[src/rtl/mul_sequencer.sv]
// Sequential signed 8x8 multiply controller. It fetches two operands from data
// memory, runs a shift-add multiply one multiplier bit per cycle, and writes the
// 16-bit product back little-endian. It drives the memory port only while busy.
module mul_sequencer #(
    parameter int unsigned ADDR_W    = 8,
    parameter int unsigned OPA_ADDR  = 0,
    parameter int unsigned OPB_ADDR  = 1,
    parameter int unsigned PROD_ADDR = 2
) (
    input  logic              clk,
    input  logic              reset,
    input  logic              start,
    output logic              done,
    output logic              busy,
    output logic [ADDR_W-1:0] mem_addr,
    input  logic [7:0]        mem_rd_data,
    output logic              mem_wr_en,
    output logic [7:0]        mem_wr_data
);

    localparam logic [ADDR_W-1:0] OpaAddr    = ADDR_W'(OPA_ADDR);
    localparam logic [ADDR_W-1:0] OpbAddr    = ADDR_W'(OPB_ADDR);
    localparam logic [ADDR_W-1:0] ProdLoAddr = ADDR_W'(PROD_ADDR);
    // High byte address wraps modulo 2^ADDR_W.
    localparam logic [ADDR_W-1:0] ProdHiAddr = ADDR_W'(PROD_ADDR + 1);

    typedef enum logic [2:0] {
        StIdle,
        StLdA,
        StLdB,
        StMul,
        StWrLo,
        StWrHi,
        StDone
    } state_e;

    state_e      state_q, state_d;
    logic        start_q;
    logic [15:0] acc_q, acc_d;
    logic [7:0]  mcand_q, mcand_d;
    logic [7:0]  mplier_q, mplier_d;
    logic [2:0]  count_q, count_d;

    logic [15:0] mcand_ext;
    logic [15:0] addend;
    logic        trigger;

    assign mcand_ext = {{8{mcand_q[7]}}, mcand_q};
    assign addend    = mcand_ext << count_q;
    assign trigger   = start_q && !start;

    // State and datapath registers; start is sampled every cycle for edge detect.
    always_ff @(posedge clk or negedge reset) begin
        if (!reset) begin
            state_q  <= StIdle;
            start_q  <= 1'b0;
            acc_q    <= '0;
            mcand_q  <= '0;
            mplier_q <= '0;
            count_q  <= '0;
        end else begin
            state_q  <= state_d;
            start_q  <= start;
            acc_q    <= acc_d;
            mcand_q  <= mcand_d;
            mplier_q <= mplier_d;
            count_q  <= count_d;
        end
    end

    // Next-state, datapath update and Moore outputs decoded from the state.
    always_comb begin
        state_d     = state_q;
        acc_d       = acc_q;
        mcand_d     = mcand_q;
        mplier_d    = mplier_q;
        count_d     = count_q;
        busy        = 1'b0;
        done        = 1'b0;
        mem_addr    = '0;
        mem_wr_en   = 1'b0;
        mem_wr_data = '0;

        unique case (state_q)
            StIdle: begin
                if (trigger) state_d = StLdA;
            end
            StLdA: begin
                busy     = 1'b1;
                mem_addr = OpaAddr;
                mcand_d  = mem_rd_data;
                state_d  = StLdB;
            end
            StLdB: begin
                busy     = 1'b1;
                mem_addr = OpbAddr;
                mplier_d = mem_rd_data;
                acc_d    = '0;
                count_d  = '0;
                state_d  = StMul;
            end
            StMul: begin
                busy = 1'b1;
                if (mplier_q[count_q]) begin
                    // The multiplier sign bit has weight -128, so it subtracts.
                    if (count_q == 3'd7) acc_d = acc_q - addend;
                    else                 acc_d = acc_q + addend;
                end
                count_d = count_q + 3'd1;
                if (count_q == 3'd7) state_d = StWrLo;
            end
            StWrLo: begin
                busy        = 1'b1;
                mem_wr_en   = 1'b1;
                mem_addr    = ProdLoAddr;
                mem_wr_data = acc_q[7:0];
                state_d     = StWrHi;
            end
            StWrHi: begin
                busy        = 1'b1;
                mem_wr_en   = 1'b1;
                mem_addr    = ProdHiAddr;
                mem_wr_data = acc_q[15:8];
                state_d     = StDone;
            end
            StDone: begin
                done = 1'b1;
                if (start) state_d = StIdle;
            end
            default: state_d = StIdle;
        endcase
    end

endmodule

[config.mk]
export PLATFORM = sky130hd
export DESIGN_NAME = mul_sequencer
export DESIGN_NICKNAME = d
export VERILOG_FILES = /design/src/rtl/mul_sequencer.sv
export SDC_FILE = /design/constraint.sdc
export NUM_CORES = 1
export LEC_CHECK = 0
export CAP_MARGIN = 20
export CORE_UTILIZATION = 40
export DETAILED_ROUTE_END_ITERATION = 8
export PLACE_DENSITY = 0.63
export SLEW_MARGIN = 10
export SYNTH_ARGS = -nofsm -noshare
export SYNTH_HDL_FRONTEND = slang
export SYNTH_SLANG_ARGS = --single-unit
[constraint.sdc]
create_clock -name clk -period 4.35 [get_ports clk]
set_clock_uncertainty 0.2 [all_clocks]
set_input_delay 0.435 -clock clk [delete_from_list [all_inputs] [get_ports clk]]
set_output_delay 0.435 -clock clk [all_outputs]
set_load 0.1 [all_outputs]
==> metrics.cfg <==
[status]
outcome=completed

[logic_synthesis]
synth_cell_types=56
avgSynthCellArea_sq_um=8.81
yosys.area_share.simple_pct=16.4
synth_xor_area_share_pct=5.58
synth_top_family_by_area=compound AO/OA/AOI/OAI gates
syn_area_sq_mm=0.00329
synth-adder-area-share_pct=7.44
synth_compound_area_share_pct=18.1
ys_async_sr_fraction_pct=100
yosysWarnings=0
ys_seq_area_share_pct=29.6
synth_edf_count=0
syn_inst=374
synthMuxAreaShare_pct=16.7
ys.flop_type=dfrtp_1
ys_seq_elements=39

[global_route]
antenna_found_initial=0
grt_pass1_vias=2489
grt_max_degree=40
overflow=0
grt_pass1_wl_um=12200
grt_usage_pct=17.8

[floorplan]
start_util_pct=42.0
core_sq_mm=0.00785
top_level_ports=30
dieArea_sq_mm=0.00860
placementRows=32
fp.dieH_um=92.8
fp.dieW_um=92.8

[cts]
cts_tree=built
cts_sinks=39
htreeDepth=2
clk_root_buffer_cell=clkbuf_8
ctsHoldBuffers=0
cts_buffers=5
clk_pin_slew_ps=80
clockBufferDepth=2
cts_resized=0
insertion_delay_ps=290
post-cts-setup-buffer-count=0

[route]
drt_iter0_drc=84
drc=0
vias_per_cell=5.39
totalWireLength_um=7330
wl_per_cell_um=14.7
via_count=2697
drt_first_pass_iters=4
antenna_left=0

[worst_setup_path]
r2r_slack_ps=270
worstPathRequired_ps=4330
timing.rr.end=acc_q[10]
crit_end=acc_q[10]
cp_max_fo=9
cp-startpoint=count_q[0]
critical_path_class=flop to flop
cp-end-kind=flop
critPathSlowestCell=dfrtp_2
startpoint_type=flop
crit-reg2reg-launch=count_q[0]
crit_arrival_ps=4060
reg2reg_depth=15
max_stage_delay_ps=490
crit_chain=buf_4 > nand2b_1 > or3_1 > ha_1 > nor2_1 > xnor2_1 > ha_1 > nor2b_1 > o21ai_1 > a21boi_1 > o41a_1 > a21oi_2 > o21ai_0 > or3_1 > a32o_1

[finish]
insertedDiodeCount=0
fin_nets=427
area_delta_synth_final_pct=15.0
layout-drive-gt1-share_pct=15.1

[place]
globalplace.congestion=0.867
hpwl_um=5580
io_buffers=23

[sta]
rsz0062_at_grt=no
worst_pin_slew_ps=963
fmax_ghz=0.245
fin_tns_setup_ps=0
period_share_pct=93.8
slew_headroom_pct=35.6
period_needed_ps=4080
drv_slew=0
finalSetupViolations=0
hold_violations=0

[min_path]
hp-class=input port to async pin

[job]
maxCapViolations=0

## stage by stage
step | area, sq um | hold slack, ps | setup WS, ps | cells | utilization (%)
finish | 3790 | 62.2 | 271 | 500 | 48.3
global route | 3790 | 139 | 8.79 | 500 | 48.3
CTS | 3750 | 86.1 | 101 | 500 | 47.8
detailed placement | 3620 | 292 | 153 | 492 | 46.1
global placement | 3620 | 286 | 196 | 492 | 46.1
floorplan | 3310 | -60.6 | 536 | 379 | -
## Yosys cell counts, types with 3 or more instances
library cell	n	share of area, %
nand2_1	42	4.8
dfrtp_1	39	30
nor2_1	39	4.4
o21ai_0	38	5.8
mux2_2	19	6.5
a21oi_1	18	2.7
ha_1	18	6.8
mux2i_1	17	5.2
inv_1	16	1.8
xnor2_1	12	3.2
clkbuf_1	10	1.1
nand2b_1	9	1.7
nor3_1	9	1.4
xor2_1	9	2.4
buf_4	7	1.6
nor2b_1	6	1.1
a211oi_1	5	1.1
a21o_1	4	0.91
mux4_2	4	2.7
o41ai_1	4	1.1
buf_1	3	0.34
nand3_1	3	0.46
## worst min path at each step
stage | from | to | slack [ps]
after global placement | mplier_q[2] | mplier_q[2] | 290
after floorplan | reset | acc_q[0] | -60
after global routing | reset | state_q[1] | 140
after CTS | reset | state_q[1] | 90
after detailed placement | mplier_q[6] | mplier_q[6] | 290
final | reset | state_q[1] | 60
## final cells by class
cell class              count  area [sq um]
fillers                   770          4060
multi-input cells         300          2180
flip-flops and latches     39           977
repair buffers             35           313
well taps                 102           128
clock buffers               6          72.6
clock inverters             2          60.1
inverters                  16          60.1
## routing by layer
metal | wire, um | vias to the layer above | global-route usage [%]
met5 | 0 | - | 0
met4 | 46 | 0 | 3.85
met3 | 243 | 2 | 2.71
met2 | 3580 | 52 | 30.1
met1 | 3460 | 1286 | 24.2
li1 | - | 1357 | -
## flip-flops by register name, indices dropped and copies added (netlist names)
name and count:
acc_q 16, mcand_q 8, mplier_q 8, count_q 3
state_q 3, start_q 1
## critical path: cells and delay by family, from the launching register on
| family | cells | cell delay, ps |
|---|---|---|
| compound gates | 6 | 1250 |
| fa+ha+maj | 2 | 520 |
| simple gates | 5 | 1170 |
| buf+inv | 1 | 200 |
| xor+xnor | 1 | 140 |
| flops | 1 | 490 |
## cells in the final DEF (no fill, tap or decap), types with 3 or more instances in the layout
| master | synthesis | final |
|---|---|---|
| xor2_1 | 9 | 9 |
| o21ai_0 | 38 | 35 |
| clkbuf_8 | 0 | 5 |
| xnor2_1 | 12 | 12 |
| buf_4 | 7 | 13 |
| clkdlybuf4s50_1 | 0 | 21 |
| a21oi_1 | 18 | 16 |
| nand3_1 | 3 | 3 |
| conb_1 | 1 | 6 |
| nor2_1 | 39 | 39 |
| mux4_2 | 4 | 4 |
| ha_1 | 18 | 18 |
| o21ai_1 | 1 | 4 |
| nand2b_1 | 9 | 9 |
| mux2_2 | 19 | 19 |
| nor2b_1 | 6 | 6 |
| nand2_1 | 42 | 42 |
| a21o_1 | 4 | 4 |
| nor3_1 | 9 | 9 |
| a211oi_1 | 5 | 3 |
| o41ai_1 | 4 | 4 |
| inv_1 | 16 | 16 |
| dfrtp_1 | 39 | 38 |
| mux2i_1 | 17 | 16 |
## kinds of logic after synthesis
family,Yosys count
other,1
buffers and inverters,40
adder cells (fa/ha/maj),19
multiplexers,43
XOR/XNOR,21
AND/OR/NAND/NOR,120
AO/OA/AOI/OAI,91
flip-flops,39
Power is not shown: default switching activity piles up to over one toggle a cycle in this logic, so the estimate is an artifact.
==> RTL change 1, RTL diff (same flow settings) <==
Re-encode `state_e` (7 states) as one-hot, 7 bits wide.
--- a/src/rtl/mul_sequencer.sv
+++ b/src/rtl/mul_sequencer.sv
@@ -25,12 +25,12 @@
     localparam logic [ADDR_W-1:0] ProdHiAddr = ADDR_W'(PROD_ADDR + 1);
 
-    typedef enum logic [2:0] {
-        StIdle,
-        StLdA,
-        StLdB,
-        StMul,
-        StWrLo,
-        StWrHi,
-        StDone
+    typedef enum logic [6:0] {
+        StIdle = 7'b0000001,
+        StLdA  = 7'b0000010,
+        StLdB  = 7'b0000100,
+        StMul  = 7'b0001000,
+        StWrLo = 7'b0010000,
+        StWrHi = 7'b0100000,
+        StDone = 7'b1000000
     } state_e;
 
Check against the original RTL: same outputs for any inputs over 10 cycles, from zero or initial values and one cycle with reset low; not proved beyond that.
==> RTL change 1 against the unedited design <==
Critical path depth decreased by 1. Setup slack got worse by 0.052 ns. Core utilization decreased by 0.57 points. Wire length increased by 19%. Final area increased by 5.5%. Synthesized area increased by 6.9%. Cell count increased by 5.2%. Hold slack improved by 0.25 ns. Non-clock buffer count increased by 4. Sequential cell count increased by 4.
==> RTL change 1: results (changes against the unedited design) <==
** GRT
- Number of global-route vias before repair :: 2910 (+17%)
- The maximum number of pins on one net before global-route repair is 44 (+10%).
- Overall Global Routing Usage :: 0.208 (+0.0294)

** Yosys
- The number of library cell types mapped by synthesis is 64 (+14%).
- Top cells by area, synth :: sky130_fd_sc_hd__dfrtp_1, sky130_fd_sc_hd__ha_1, sky130_fd_sc_hd__a21oi_1
- Ranking of synthesized cells by instance count :: sky130_fd_sc_hd__dfrtp_1, sky130_fd_sc_hd__nand2_1, sky130_fd_sc_hd__a21oi_1, sky130_fd_sc_hd__nor2_1, sky130_fd_sc_hd__nand3_1
- The register area share after synthesis came to 0.306 (+0.00973).

** Floorplanning
- The floorplan core area is 0.00838 mm² (+6.8%).

** Place
- Routability-driven placement congestion ratio :: 0.964 (+11%)
- The placed cell area is 0.00383 mm² (+6.0%).
- Worst slack at placement :: 0.0914 ns (-0.0619 ns)
- HPWL after detailed placement :: 6.50 mm (+17%)
- Placed cells :: 516 (+4.9%)

** Cells and area
- Layout cells sized above 1 :: 0.159 (+0.00839)
- Filler Cells Inserted :: 815 (+5.8%)
- Sequential cell area :: 0.00108 mm² (+10%)
- The fraction of area in clock buffers and inverters is 0.0288 (-0.00622).
- Inverters :: 15 (-1)
- Final Instance Count excl. Fillers :: 526 (+5.2%)
- The total non-filler cell area in the finished layout came to 0.00400 mm² (+5.5%).
- Signal buffers share of area :: 0.0826 (about the same)
- Diodes inserted :: 0 (unchanged)
- The number of multi-input combinational cells in the layout is 316 (+5.3%).
- The number of buffers other than clock buffers in the final layout is 39 (+11%).

** Route
- The number of design-rule violations left by the first detailed-router iteration came to 173 (+110%).
- WL met3 :: 339 µm (+40%)
- The wire length the detailed router placed on met1 is 4.08 mm (+18%).
- The total length of routed met2 wires is 4.18 mm (+17%).
- The total detailed-routing wirelength is 8.74 mm (+19%).
- Via count normalized by instance count :: 5.81 (+7.7%)

** CTS
- Clk sink count :: 43 (+10%)
- The clock latency on the worst-skew pair came to 0.31 ns (+0.02 ns).

** Power and ir drop
- Of the total power, registers draw 0.232.

** Critical path
- On the critical path, the stage with the largest delay is an instance of sky130_fd_sc_hd__mux4_2.
- Family with the most delay on the worst path :: compound AO/OA/AOI/OAI gates
- Critical Path Fanout Max :: 7 (-2)
- The worst endpoint data arrival time is 4.14 ns (+0.08 ns).
- The largest incremental delay on the critical path was 0.57 ns (+0.08 ns).

** Status
- The flow ran to the end, and the final reports show no timing, DRC or antenna violations.

** STA
- Measured slew at the worst slew-check pin :: 0.962 ns (-0.00183 ns)

** Worst hold path
- Class of the tightest hold or removal check :: register to register
RTL change 1: changes by cell type after synthesis, moves of 6 or more:
cell                      delta
sky130_fd_sc_hd__mux2_2      -9
sky130_fd_sc_hd__mux2i_1     -6
sky130_fd_sc_hd__o31ai_1     +6
sky130_fd_sc_hd__a22o_1     +10
sky130_fd_sc_hd__nand3_1    +18
sky130_fd_sc_hd__nand2_1     -8
sky130_fd_sc_hd__o21ai_0    -20
sky130_fd_sc_hd__o21a_1      +9
sky130_fd_sc_hd__nor2_1     -14
sky130_fd_sc_hd__xnor2_1     -6
sky130_fd_sc_hd__a21oi_1     +9
RTL change 1: timing repair:
item                                    4_1_cts  5_1_grt
endpoints found under the hold margin         0        9
hold buffers                                  0        1
endpoints found under the setup margin        0        5
resized for setup                             0        6
RTL change 1: layer usage:
metal | track usage | up-vias
met4 | 0.0585 | 0
met5 | 0 | -
met3 | 0.0300 | 9
li1 | - | 1493
met2 | 0.350 | 70
met1 | 0.277 | 1485
RTL change 1: cell families (layout without fill, tap and decap cells):
kind of cell,Yosys count,count (layout),share of synthesized area
DFF,43,43,0.306
muxes,28,28,0.105
and+or+nand+nor,134,134,0.197
adders and majority gates,19,19,0.0697
buffers and inverters,42,62,0.0576
xor gates and xnor gates,18,18,0.0448
AOI/OAI and AO/OA,111,111,0.220
other,1,6,0.00107
RTL change 1: worst paths after layout:
path	start	endpoint	slack (ns)	cells after the start
setup / recovery	count_q[0]	acc_q[14]	0.22	14
hold reg to reg	mplier_q[1]	mplier_q[1]	0.31	1
setup reg to reg	count_q[0]	acc_q[14]	0.22	14
min in group asynchronous	reset	mcand_q[1]	0.32	2
hold / removal	mplier_q[1]	mplier_q[1]	0.31	1
max in group asynchronous	reset	state_q[0]	3.10	3
==> RTL change 2, RTL diff (same flow settings) <==
Without the edit above. Reset style: synchronous (`reset`), changed in one clocked block.
--- a/src/rtl/mul_sequencer.sv
+++ b/src/rtl/mul_sequencer.sv
@@ -51,5 +51,5 @@
 
     // State and datapath registers; start is sampled every cycle for edge detect.
-    always_ff @(posedge clk or negedge reset) begin
+    always_ff @(posedge clk) begin
         if (!reset) begin
             state_q  <= StIdle;
Behaviour: differs if reset is asserted again (counterexample within 4 cycles, from zero or initial values and one cycle with reset low); with reset held inactive, the same outputs for 10 cycles.
==> RTL change 2 against the unedited design <==
Setup slack better by 0.051 ns. Synthesized area grew 3.9%. Final area up 2.3%. Sequential cell count unchanged. Maximum frequency up 1.3%. Wire length up 12%. Global-route usage increased by 1.2 points. Via count up 14%. Critical path depth is 4 higher. Hold slack better by 0.21 ns.
Power is left out: it rests on default switching activity, and per cell area and clock period it moved more than threefold.
==> RTL change 2: results (changes against the unedited design) <==
** GRT
- The overall global routing resource usage is 0.191 (+0.0121).
- The maximum number of pins on one net before global-route repair came to 25 (-38%).
- The global-route wire length before repair is 13.4 mm (+10%).
- Number of global-route vias before repair :: 2722 (+9.4%)

** Yosys
- The share of flip-flops with an asynchronous set or reset was 0 (-1.00).
- By count the netlist is led by sky130_fd_sc_hd__nand2_1, sky130_fd_sc_hd__dfxtp_1, sky130_fd_sc_hd__nor2_1, sky130_fd_sc_hd__a21oi_1, sky130_fd_sc_hd__mux2i_1.
- Top flip-flop cell by instance count after synthesis :: sky130_fd_sc_hd__dfxtp_1
- The synthesized area divided by synthesized cell count came to 7.87 µm² (-11%).

** Cells and area
- Filler Cells Inserted :: 838 (+8.8%)
- The number of nets in the layout came to 479 (+12%).

** Worst hold path
- Class of the tightest hold or removal check :: register to register

** Critical path
- Cell depth of the worst flop-to-flop path :: 19 (+4)
- Critical Path Fanout Max :: 7 (-2)
- End of the worst register-to-register path :: acc_q[15]
- The setup slack of the most critical reg-to-reg path came to 0.32 ns (+0.05 ns).
- Start point of the critical path :: count_q[0]
- The worst endpoint data arrival time is 4.03 ns (-0.03 ns).

** Route
- Total length of routed wires :: 8.18 mm (+12%)
- The number of design-rule violations left by the first detailed-router iteration came to 181 (+120%).
- Via count normalized by instance count :: 5.54 (+2.6%)

** Place
- Routability-driven placement congestion ratio :: 0.875 (+0.87%)
- The cell total after placement is 547 (+11%).
- The post-placement worst setup slack came to 0.0474 ns (-0.106 ns).

** STA
- The hold slack was 0.274 ns (+0.212 ns).
- Headroom to the max-slew limit :: 0.353 (-0.00323)

** Status
- Outcome :: finished clean
## RTL change 2: cell count changes in the layout (fill, tap and decap cells not counted), sizes merged, moves of 6 or more
cell    unedited run  this run
o21a               1         9
nor2b              6        20
mux2i             18        24
o41ai              6         0
mux2              19         3
o21ai             39        22
o211ai             1         8
dfxtp              0        39
a21oi             18        29
a21boi             2        18
nand2             42        50
dfrtp             39         0
## RTL change 2: logic make-up (layout without fill, tap and decap cells)
kind of cell | after synthesis | count (layout) | share of synthesized area
simple gates | 153 | 153 | 0.219
xor+xnor | 23 | 23 | 0.0589
fa+ha+maj | 19 | 19 | 0.0717
other cells | 1 | 6 | 0.00110
flops | 39 | 39 | 0.228
mux | 33 | 33 | 0.121
buf+inv | 49 | 59 | 0.0651
compound gates | 118 | 118 | 0.236
## RTL change 2: worst max path at each step
| stage | endpoint | slack, ns |
|---|---|---|
| CTS | acc_q[15] | 0.009 |
| global placement | acc_q[15] | 0.20 |
| floorplan | acc_q[15] | 0.08 |
| global route | acc_q[15] | 0.03 |
| finish | acc_q[15] | 0.32 |
| detailed placement | acc_q[15] | 0.05 |
## RTL change 2: metal layers
metal / wire (µm) / share of wire / vias to the layer above / track usage
met2: 3800 / 0.46 / 63 / 0.306
met3: 240 / 0.029 / 7 / 0.0250
li1: - / - / 1561 / -
met4: 92 / 0.011 / 0 / 0.0455
met1: 4050 / 0.49 / 1441 / 0.270
met5: 0 / 0 / - / 0
## RTL change 2: worst max-delay path, cell delays in order (launching register included)
cell	delay, ns
sky130_fd_sc_hd__dfxtp_4	0.41
sky130_fd_sc_hd__mux2i_4	0.26
sky130_fd_sc_hd__nor3_1	0.08
sky130_fd_sc_hd__inv_1	0.06
sky130_fd_sc_hd__ha_1	0.23
sky130_fd_sc_hd__inv_1	0.05
sky130_fd_sc_hd__or2_2	0.31
sky130_fd_sc_hd__a21oi_1	0.19
sky130_fd_sc_hd__o21a_1	0.18
sky130_fd_sc_hd__nor2_1	0.05
sky130_fd_sc_hd__xor2_1	0.14
sky130_fd_sc_hd__ha_1	0.36
sky130_fd_sc_hd__a211oi_2	0.29
sky130_fd_sc_hd__o21ai_0	0.13
sky130_fd_sc_hd__o211a_1	0.14
sky130_fd_sc_hd__a211oi_2	0.25
sky130_fd_sc_hd__o21ai_0	0.14
sky130_fd_sc_hd__xor2_1	0.22
sky130_fd_sc_hd__o21bai_1	0.08
sky130_fd_sc_hd__a22o_1	0.17
## RTL change 2: layout make-up
class	count	area [µm²]	share of cell area
flip-flops and latches	39	786	0.203
clock buffers	6	82.6	0.0213
repair buffers	36	325	0.0839
clock inverters	2	35.0	0.00904
inverters	15	56.3	0.0145
multi-input cells	352	2460	0.635
well taps	105	131	0.0339
